File: config.mk
export PLATFORM = sky130hd
export DESIGN_NAME = effect_crossfade_out_flat
export DESIGN_NICKNAME = d
export VERILOG_FILES = /design/src/rtl/effect_crossfade_out_if.sv /design/src/rtl/effect_crossfade_out.sv /design/src/flat_wrapper.sv
export SDC_FILE = /design/constraint.sdc
export NUM_CORES = 2
export LEC_CHECK = 0
export ABC_CLOCK_PERIOD_IN_PS = 21000
export CORE_ASPECT_RATIO = 0.8
export CORE_MARGIN = 3
export CORE_UTILIZATION = 44
export CTS_CLUSTER_DIAMETER = 50
export CTS_CLUSTER_SIZE = 12
export DETAILED_ROUTE_END_ITERATION = 7
export PLACE_DENSITY = 0.63
export SYNTH_ARGS = -nofsm -noshare
export SYNTH_HDL_FRONTEND = slang
export SYNTH_SLANG_ARGS = --single-unit
File: constraint.sdc
create_clock -name i_clk -period 21 [get_ports i_clk]
set_input_delay 4.2 -clock i_clk [delete_from_list [all_inputs] [get_ports i_clk]]
set_output_delay 4.2 -clock i_clk [all_outputs]
set_load 0.02 [all_outputs]
File: src/rtl/effect_crossfade_out_if.sv
// Sample-pair in / mixed sample out bundle for the crossfade output stage.
// Optional clip_count member is present only when CROSSFADE_CLIPCNT_EN is defined.
interface effect_crossfade_out_if #(
  parameter int DATA_WIDTH = 32,
  parameter int OUT_WIDTH  = 24
);
  logic signed [DATA_WIDTH-1:0] dry;
  logic signed [DATA_WIDTH-1:0] wet;
  logic                         audio_ready;
  logic                         en;
  logic signed [OUT_WIDTH-1:0]  y;
  logic                         y_valid;
  logic                         clip;
  logic [1:0]                   state;
`ifdef CROSSFADE_CLIPCNT_EN
  logic [15:0]                  clip_count;

  modport master (output dry, wet, audio_ready, en,
                  input  y, y_valid, clip, state, clip_count);
  modport slave  (input  dry, wet, audio_ready, en,
                  output y, y_valid, clip, state, clip_count);
`else
  modport master (output dry, wet, audio_ready, en,
                  input  y, y_valid, clip, state);
  modport slave  (input  dry, wet, audio_ready, en,
                  output y, y_valid, clip, state);
`endif
endinterface

File: src/rtl/effect_crossfade_out.sv
// Dry/wet crossfader with linear gain ramp on enable changes, saturating to codec width.
// Fixed 3-cycle latency, one sample per cycle, no backpressure; CROSSFADE_CLIPCNT_EN adds clip_count.
module effect_crossfade_out #(
  parameter int DATA_WIDTH = 32,
  parameter int OUT_WIDTH  = 24,
  parameter int GAIN_WIDTH = 8,
  parameter int FADE_STEP  = 4
) (
  input  logic                   i_clk,
  input  logic                   i_rst,
  effect_crossfade_out_if.slave  io_xf
);
  localparam int PW = DATA_WIDTH + GAIN_WIDTH + 2;
  localparam int SW = DATA_WIDTH + 2;
  localparam logic [GAIN_WIDTH:0] G_MAX = {1'b1, {GAIN_WIDTH{1'b0}}};
  localparam logic [GAIN_WIDTH:0] STEP  = (GAIN_WIDTH+1)'(FADE_STEP);
  localparam logic signed [SW-1:0] Y_MAX = SW'((64'sd1 <<< (OUT_WIDTH-1)) - 64'sd1);
  localparam logic signed [SW-1:0] Y_MIN = SW'(-(64'sd1 <<< (OUT_WIDTH-1)));

  typedef enum logic [1:0] {
    S_DRY      = 2'd0,
    S_FADE_IN  = 2'd1,
    S_WET      = 2'd2,
    S_FADE_OUT = 2'd3
  } state_t;

  state_t                  r_state;
  logic [GAIN_WIDTH:0]     r_g;
  logic                    r_v1, r_v2, r_y_valid;
  logic signed [PW-1:0]    r_pw, r_pd;
  logic signed [SW-1:0]    r_s;
  logic signed [OUT_WIDTH-1:0] r_y;
  logic                    r_clip;

  logic [GAIN_WIDTH+1:0]   w_g_sum;
  logic [GAIN_WIDTH:0]     w_g_up, w_g_dn;
  logic signed [PW-1:0]    w_wet_x, w_dry_x, w_g_x, w_gc_x, w_pw, w_pd, w_mix;
  logic signed [SW-1:0]    w_shift;
  logic                    w_hi, w_lo;
  logic signed [OUT_WIDTH-1:0] w_y_sat;

  assign w_g_sum = {1'b0, r_g} + {1'b0, STEP};
  assign w_g_up  = (w_g_sum >= {1'b0, G_MAX}) ? G_MAX : w_g_sum[GAIN_WIDTH:0];
  assign w_g_dn  = (r_g > STEP) ? (r_g - STEP) : '0;

  // FSM and gain move only on strobes; a reversal keeps g for that sample
  always_ff @(posedge i_clk) begin
    if (i_rst) begin
      r_state <= S_DRY;
      r_g     <= '0;
    end else if (io_xf.audio_ready) begin
      unique case (r_state)
        S_DRY: if (io_xf.en) begin
          r_g     <= w_g_up;
          r_state <= (w_g_up == G_MAX) ? S_WET : S_FADE_IN;
        end
        S_FADE_IN: if (!io_xf.en) begin
          r_state <= S_FADE_OUT;
        end else begin
          r_g <= w_g_up;
          if (w_g_up == G_MAX) r_state <= S_WET;
        end
        S_WET: if (!io_xf.en) begin
          r_g     <= w_g_dn;
          r_state <= (w_g_dn == '0) ? S_DRY : S_FADE_OUT;
        end
        S_FADE_OUT: if (io_xf.en) begin
          r_state <= S_FADE_IN;
        end else begin
          r_g <= w_g_dn;
          if (w_g_dn == '0) r_state <= S_DRY;
        end
        default: r_state <= S_DRY;
      endcase
    end
  end

  assign w_wet_x = {{(PW-DATA_WIDTH){io_xf.wet[DATA_WIDTH-1]}}, io_xf.wet};
  assign w_dry_x = {{(PW-DATA_WIDTH){io_xf.dry[DATA_WIDTH-1]}}, io_xf.dry};
  assign w_g_x   = {{(PW-GAIN_WIDTH-1){1'b0}}, r_g};
  assign w_gc_x  = {{(PW-GAIN_WIDTH-1){1'b0}}, G_MAX - r_g};
  assign w_pw    = w_wet_x * w_g_x;
  assign w_pd    = w_dry_x * w_gc_x;
  assign w_mix   = r_pw + r_pd;
  assign w_shift = SW'(w_mix >>> GAIN_WIDTH);

  assign w_hi    = (r_s > Y_MAX);
  assign w_lo    = (r_s < Y_MIN);
  assign w_y_sat = w_hi ? Y_MAX[OUT_WIDTH-1:0] :
                   w_lo ? Y_MIN[OUT_WIDTH-1:0] : r_s[OUT_WIDTH-1:0];

  always_ff @(posedge i_clk) begin
    if (i_rst) begin
      r_v1      <= 1'b0;
      r_v2      <= 1'b0;
      r_y_valid <= 1'b0;
      r_pw      <= '0;
      r_pd      <= '0;
      r_s       <= '0;
      r_y       <= '0;
      r_clip    <= 1'b0;
    end else begin
      r_v1      <= io_xf.audio_ready;
      r_v2      <= r_v1;
      r_y_valid <= r_v2;
      if (io_xf.audio_ready) begin
        r_pw <= w_pw;
        r_pd <= w_pd;
      end
      if (r_v1) r_s <= w_shift;
      if (r_v2) begin
        r_y    <= w_y_sat;
        r_clip <= w_hi | w_lo;
      end
    end
  end

  assign io_xf.y       = r_y;
  assign io_xf.y_valid = r_y_valid;
  assign io_xf.clip    = r_clip;
  assign io_xf.state   = r_state;

`ifdef CROSSFADE_CLIPCNT_EN
  logic        r_en_last;
  logic [15:0] r_clip_count;

  // A fresh enable edge restarts the count, taking priority over a same-cycle clip
  always_ff @(posedge i_clk) begin
    if (i_rst) begin
      r_en_last    <= 1'b0;
      r_clip_count <= '0;
    end else begin
      if (io_xf.audio_ready) r_en_last <= io_xf.en;
      if (io_xf.audio_ready && io_xf.en && !r_en_last)
        r_clip_count <= '0;
      else if (r_v2 && (w_hi | w_lo) && (r_clip_count != 16'hFFFF))
        r_clip_count <= r_clip_count + 16'd1;
    end
  end

  assign io_xf.clip_count = r_clip_count;
`endif
endmodule

File: src/flat_wrapper.sv
// flat-port wrapper written by rule: the top's interface ports become plain ports
module effect_crossfade_out_flat 
#(
  parameter int DATA_WIDTH = 32,
  parameter int OUT_WIDTH  = 24,
  parameter int GAIN_WIDTH = 8,
  parameter int FADE_STEP  = 4
)
  (i_clk, i_rst, io_xf_dry, io_xf_wet, io_xf_audio_ready, io_xf_en, io_xf_y, io_xf_y_valid, io_xf_clip, io_xf_state);
  effect_crossfade_out_if #(.DATA_WIDTH(DATA_WIDTH), .OUT_WIDTH(OUT_WIDTH)) io_xf_i ();
  input  logic i_clk;
  input  logic i_rst;
  input wire logic [$bits(io_xf_i.dry)-1:0] io_xf_dry;
  input wire logic [$bits(io_xf_i.wet)-1:0] io_xf_wet;
  input wire logic [$bits(io_xf_i.audio_ready)-1:0] io_xf_audio_ready;
  input wire logic [$bits(io_xf_i.en)-1:0] io_xf_en;
  output wire logic [$bits(io_xf_i.y)-1:0] io_xf_y;
  output wire logic [$bits(io_xf_i.y_valid)-1:0] io_xf_y_valid;
  output wire logic [$bits(io_xf_i.clip)-1:0] io_xf_clip;
  output wire logic [$bits(io_xf_i.state)-1:0] io_xf_state;
  assign io_xf_i.dry = io_xf_dry;
  assign io_xf_i.wet = io_xf_wet;
  assign io_xf_i.audio_ready = io_xf_audio_ready;
  assign io_xf_i.en = io_xf_en;
  assign io_xf_y = io_xf_i.y;
  assign io_xf_y_valid = io_xf_i.y_valid;
  assign io_xf_clip = io_xf_i.clip;
  assign io_xf_state = io_xf_i.state;
  effect_crossfade_out #(.DATA_WIDTH(DATA_WIDTH), .OUT_WIDTH(OUT_WIDTH), .GAIN_WIDTH(GAIN_WIDTH), .FADE_STEP(FADE_STEP)) u_core (.i_clk(i_clk), .i_rst(i_rst), .io_xf(io_xf_i));
endmodule
# --- After elaboration in Yosys (flattened, before gate mapping) ---
# Cells that the tools add are included.
totals:
  ff_bits: 157
  in_bits: 68
  wordCells: 53
op_classes:
  addsub: 4
  mul: 2
  magnitude_cmp: 4
  n_eq_ne: 10
  muxes: 16
  n_bitwise: 1
  n_reduce_logical: 6
ops:
  columns: ["operator", "n"]
  rows:
  - ["$mul A32 B10 Y42", 2]
  - ["$mux W24", 2]
  - ["$add A42 B42 Y42", 1]
  - ["$mux W9", 4]
  - ["$gt A34 B24 Y1 const B", 1]
  - ["$lt A34 B24 Y1 const B", 1]
  - ["$pmux W9 S2", 1]
  - ["$mux W2", 8]
  - ["$add A9 B3 Y10 const B", 1]
  - ["$ge A10 B9 Y1 const B", 1]
  - ["$eq A9 B9 Y1 const B", 1]
  - ["$gt A9 B3 Y1 const B", 1]
  - ["$logic_not A9 Y1", 1]
  - ["$sub A9 B3 Y9 const B", 1]
  - ["$sub A9 B9 Y9 const A", 1]
  - ["$pmux W2 S4", 1]
  - ["$ne A2 B2 Y1 const B", 3]
  - ["$ne A3 B2 Y1 const B", 2]
  - ["$reduce_and A5 Y1", 1]
  - ["$eq A2 B2 Y1 const B", 2]
  - ["$reduce_or A2 Y1", 2]
  - ["$reduce_and A3 Y1", 1]
  - ["$eq A2 B1 Y1 const B", 1]
  - ["$logic_not A2 Y1", 1]
  - ["other kinds (2)", 2]

# --- Longest topological paths before layout ---
depth:
  ltp_word: 7
  depth_mapped: 30
  mapped_depth_nobuf: 27

# --- Worst setup path before layout ---
# Ideal clock, no wire load.
synth_path:
  path_type: "input to register"
  startpoint: "in io_xf_dry[10]"
  endpoint: "reg u_core.r_pd[40]"
  setup_time_ps: 117
  t_arrival_ps: 9265
  t_required_ps: 20883
  slack_ps: 11617
  path_stages: 21
  path_buffers: 0
  cell_sequence: "nand2_1 > fa_1 > inv_1 > fa_1 > fa_1 > fa_1 > inv_1 > fa_1 > inv_1 > ha_1 > a21o_1 > a21o_1 > a21o_1 > a31o_2 > o21ai_1 > a21oi_1 > a211oi_2 > o22ai_1 > o211a_1 > or3_1 > a32o_1"
synth_between:
  elab_chain_len: 1
synth_lines:
  columns: ["item", "line_no", "source"]
  rows:
  - ["start: declaration", "flat_wrapper.sv:13", "input wire logic [$bits(io_xf_i.dry)-1:0] io_xf_dry;"]
  - ["$mul A32 B10 Y42", "effect_crossfade_out.sv:83", "assign w_pd = w_dry_x * w_gc_x;"]
  - ["end signal: assignment", "effect_crossfade_out.sv:108", "r_pd <= w_pd;"]
  - ["end: declaration", "effect_crossfade_out.sv:30", "logic signed [PW-1:0] r_pw, r_pd;"]
# No other way between the ends.
# A chain may end at the register's enable or synchronous reset.

# --- Final worst setup path ---
layout_path:
  startpoint: "in io_xf_wet[7]"
  endpoint: "reg u_core.r_pw[39]"
layout_between:
  elab_chain_len: 1
layout_lines:
  columns: ["item", "line_no", "source"]
  rows:
  - ["start: declaration", "flat_wrapper.sv:14", "input wire logic [$bits(io_xf_i.wet)-1:0] io_xf_wet;"]
  - ["$mul A32 B10 Y42", "effect_crossfade_out.sv:82", "assign w_pw = w_wet_x * w_g_x;"]
  - ["end signal: assignment", "effect_crossfade_out.sv:107", "r_pw <= w_pw;"]
  - ["end: declaration", "effect_crossfade_out.sv:30", null]
# No other way between the ends.

==> reports/metrics.csv <==
metric;value;unit
outcome;completed;
Die X-Extent;283;um
Inst Count DP;3900;
maximum vdd drop;0.102;mV
startpoint types;input pin;
DR pass1 iterations;6;
largest net degree at the start of global routing;90;
DP HPWL;50.6;mm
# fillers;5688;
worst hold path class;reg2reg;
max_slew headroom;0.357;
die area;64600;um2
max-cap viol count;0;
reg2reg path depth;27;
antenna viol nets, final;0;
max layer used;met4;
Initial Utilization;0.450;
final setup violation count;0;
Simple-Gate Fraction of Synth Area;0.191;
CTS tree;done;
CP arrival;10.46;ns
Req. time, crit path;21.33;ns
slowest cell on the critical path;clkdlybuf4s50_1;
FF-to-FF setup slack;12.95;ns
leakage power;0.0150;uW
clock sink count;157;
Critical Path, Cell by Cell;clkdlybuf4s50_1, nand2_1, fa_1, inv_1, fa_1, inv_1, fa_1, fa_1, inv_1, fa_1, ha_1, a21o_1, a21oi_1, o21ai_0, a221oi_1, a211oi_1, o21ai_0, nand2_1, a31oi_1, o21ai_0, o311ai_0;
crit-path leading delay family;adder cells;
Clock transition at path regs;0.06;ns
hold_buf cts;0;
clk_lat worst skew;0.43;ns
largest cells by area after synthesis;fa_1, dfxtp_1, ha_1;
crit share post-route;0.483;
number of flops mapped to enable cells by yosys;0;
number of global-route vias before repair;21600;
Syn Inst Count;3081;
met3 wire length;2.64;mm
port bufs;95;
# DRC;0;
FF-to-FF End;u_core.r_pd[39];
post-synthesis instance area;27100;um2
core area;60300;um2
initial antenna violation count;0;
top cells by count, synth;inv_1, fa_1, and2_1, nand2_1, ha_1;
syn_nets;3840;
H-tree levels;4;
Max Slew Vio Count;0;
Post-Route WL;62.9;mm
Yosys reg bits;157;
Bufs and invs on worst path;4;
All-Layer GR Usage;0.201;
Cells on Worst Hold Path;2;
Final Skew;0.0119;ns
hold path start;u_core.r_pd[36];
Ys Warns;0;
Placer Congestion;0.875;
# nets final;3858;
Worst path max stage delay;0.63;ns
fmax;98.7;MHz
worst slew pin tran;0.964;ns
main combinational cell family by area after synthesis;adder cells;
top_reg_cell synth;dfxtp_1;
post-synthesis mux area share;0.0282;
Rows;80;
num ports;96;
RSZ-0062 raised after global routing;false;
global-route wire length before repair;109;mm
met2 WL;29.4;mm
PostCTS Resize Cnt;0;
Synth Area in XOR/XNOR;0.0372;
Routed WL per cell;16.0;um
post-synthesis adder-cell area fraction;0.449;
routed metal-1 wirelength;29.9;mm
Fin. Hold Viols;0;
Iteration-0 DRC Markers;1246;
Sum Neg Setup Slack;0;ns
Ant. Diodes;0;
Via-to-Cell Ratio;5.19;
crit-path max FO;9;
total CTS buffers;17;
compound-gate portion of the synthesized area;0.0898;
Clock Path Buffers;2;
total gr overflow;0;
clk root buf;clkbuf_16;
post-synthesis cell type count;68;
synthesized area per cell;8.79;um2
Post-Layout Cell Count;3932;
FF-to-FF Start;u_core.r_g[1];
layout cell share with drive strength beyond 1;0.0267;
crit path kind;in2reg;
cell with the most instances after synthesis;inv_1;
Worst Hold Path EP;u_core.r_pd[36];
postcts setup bufs;0;
Synth async-reset ratio;0;
CP most frequent cell;fa_1;
Via Count;20400;
Layout area overhead;8.65;%
Power Dens Cells;92.5;nW/um2
sequential fraction of the synthesis area;0.116;
Synth top area share;0.346;
element type at the critical path end;flop;
minimum clock period;10.13;ns
Die Y-Extent;228;um
largest area contributor in the netlist;fa_1;
## cells by family after synthesis
| kind of cell | after synthesis |
|---|---|
| mux | 76 |
| flops | 157 |
| buf+inv | 641 |
| simple gates | 1025 |
| xor+xnor | 115 |
| fa+ha+maj | 691 |
| compound gates | 376 |
## metrics by stage
step / utilization / hold WS, ns / cell area, um2 / setup slack (ns) / power [uW]
2_1_floorplan: - / 0.429 / 27100 / 11.62 / 1950
3_3_place_gp: 0.479 / 0.464 / 28900 / 10.60 / 2380
3_5_place_dp: 0.479 / 0.459 / 28900 / 10.47 / 2420
4_1_cts: 0.489 / 0.471 / 29400 / 10.92 / 2750
5_1_grt: 0.489 / 0.482 / 29400 / 10.40 / 3070
6_report: 0.489 / 0.467 / 29400 / 10.87 / 2720
## worst min-delay path, delay by kind of cell, from the launching register on
kind / cells / cell delay (ns)
compound gates: 1 / 0.05
flops: 1 / 0.33
simple gates: 1 / 0.05
## worst max-delay path by stage
stage	start	cells after the start	to	slack, ns
CTS	io_xf_dry[4]	22	u_core.r_pd[39]	10.92
global route	io_xf_dry[9]	21	u_core.r_pd[34]	10.40
detailed placement	io_xf_dry[4]	22	u_core.r_pd[39]	10.47
global placement	io_xf_dry[10]	22	u_core.r_pd[40]	10.60
floorplan	io_xf_dry[10]	21	u_core.r_pd[40]	11.62
finish	io_xf_wet[7]	21	u_core.r_pw[39]	10.87
## sequential cells by signal, summed over array words and instances, names as in the netlist
| name | cells |
|---|---|
| u_core.r_g | 9 |
| u_core.r_pw | 42 |
| u_core.r_v2 | 1 |
| u_core.r_v1 | 1 |
| u_core.io_xf.state | 2 |
| u_core.io_xf.clip | 1 |
| u_core.r_pd | 42 |
| u_core.r_s | 34 |
| u_core.io_xf.y_valid | 1 |
| u_core.io_xf.y | 24 |
## report_power, final
part | switching (uW) | internal (uW) | total (uW)
registers | 33.3 | 343 | 376
clock network | 134 | 178 | 311
logic | 1180 | 854 | 2040
## layer usage
metal,up-vias,track usage
li1,9695,-
met1,10200,0.289
met2,429,0.330
met3,69,0.0252
met4,0,0.0338
met5,-,0
## layout by cell type, fill, tap and decap left out, types with 12 or more instances in the layout
cell / count
and2_1: 325
o21bai_1: 16
dfxtp_1: 155
nand3_1: 28
fa_1: 468
nor3b_1: 12
clkbuf_16: 17
o21a_1: 12
nor2b_1: 45
a211oi_1: 21
xor2_1: 37
nor3_1: 44
inv_1: 521
a21o_1: 51
a31oi_1: 13
nand2b_1: 25
ha_1: 223
nand4_1: 19
xnor2_1: 71
and3_1: 13
clkdlybuf4s50_1: 93
mux2i_1: 74
a21oi_1: 132
o21ai_0: 52
nand2_1: 310
nor2_1: 169
buf_4: 25
## area by class of cell
type | count | area, um2 | share of cell area
clock inverters | 14 | 158 | 0.00536
well taps | 820 | 1030 | 0.0349
multi-input cells | 2283 | 21600 | 0.734
clock buffers | 18 | 429 | 0.0146
inverters | 522 | 1960 | 0.0666
repair buffers | 118 | 1120 | 0.0380
flip-flops and latches | 157 | 3150 | 0.107
(Power assumes the default switching activity.)
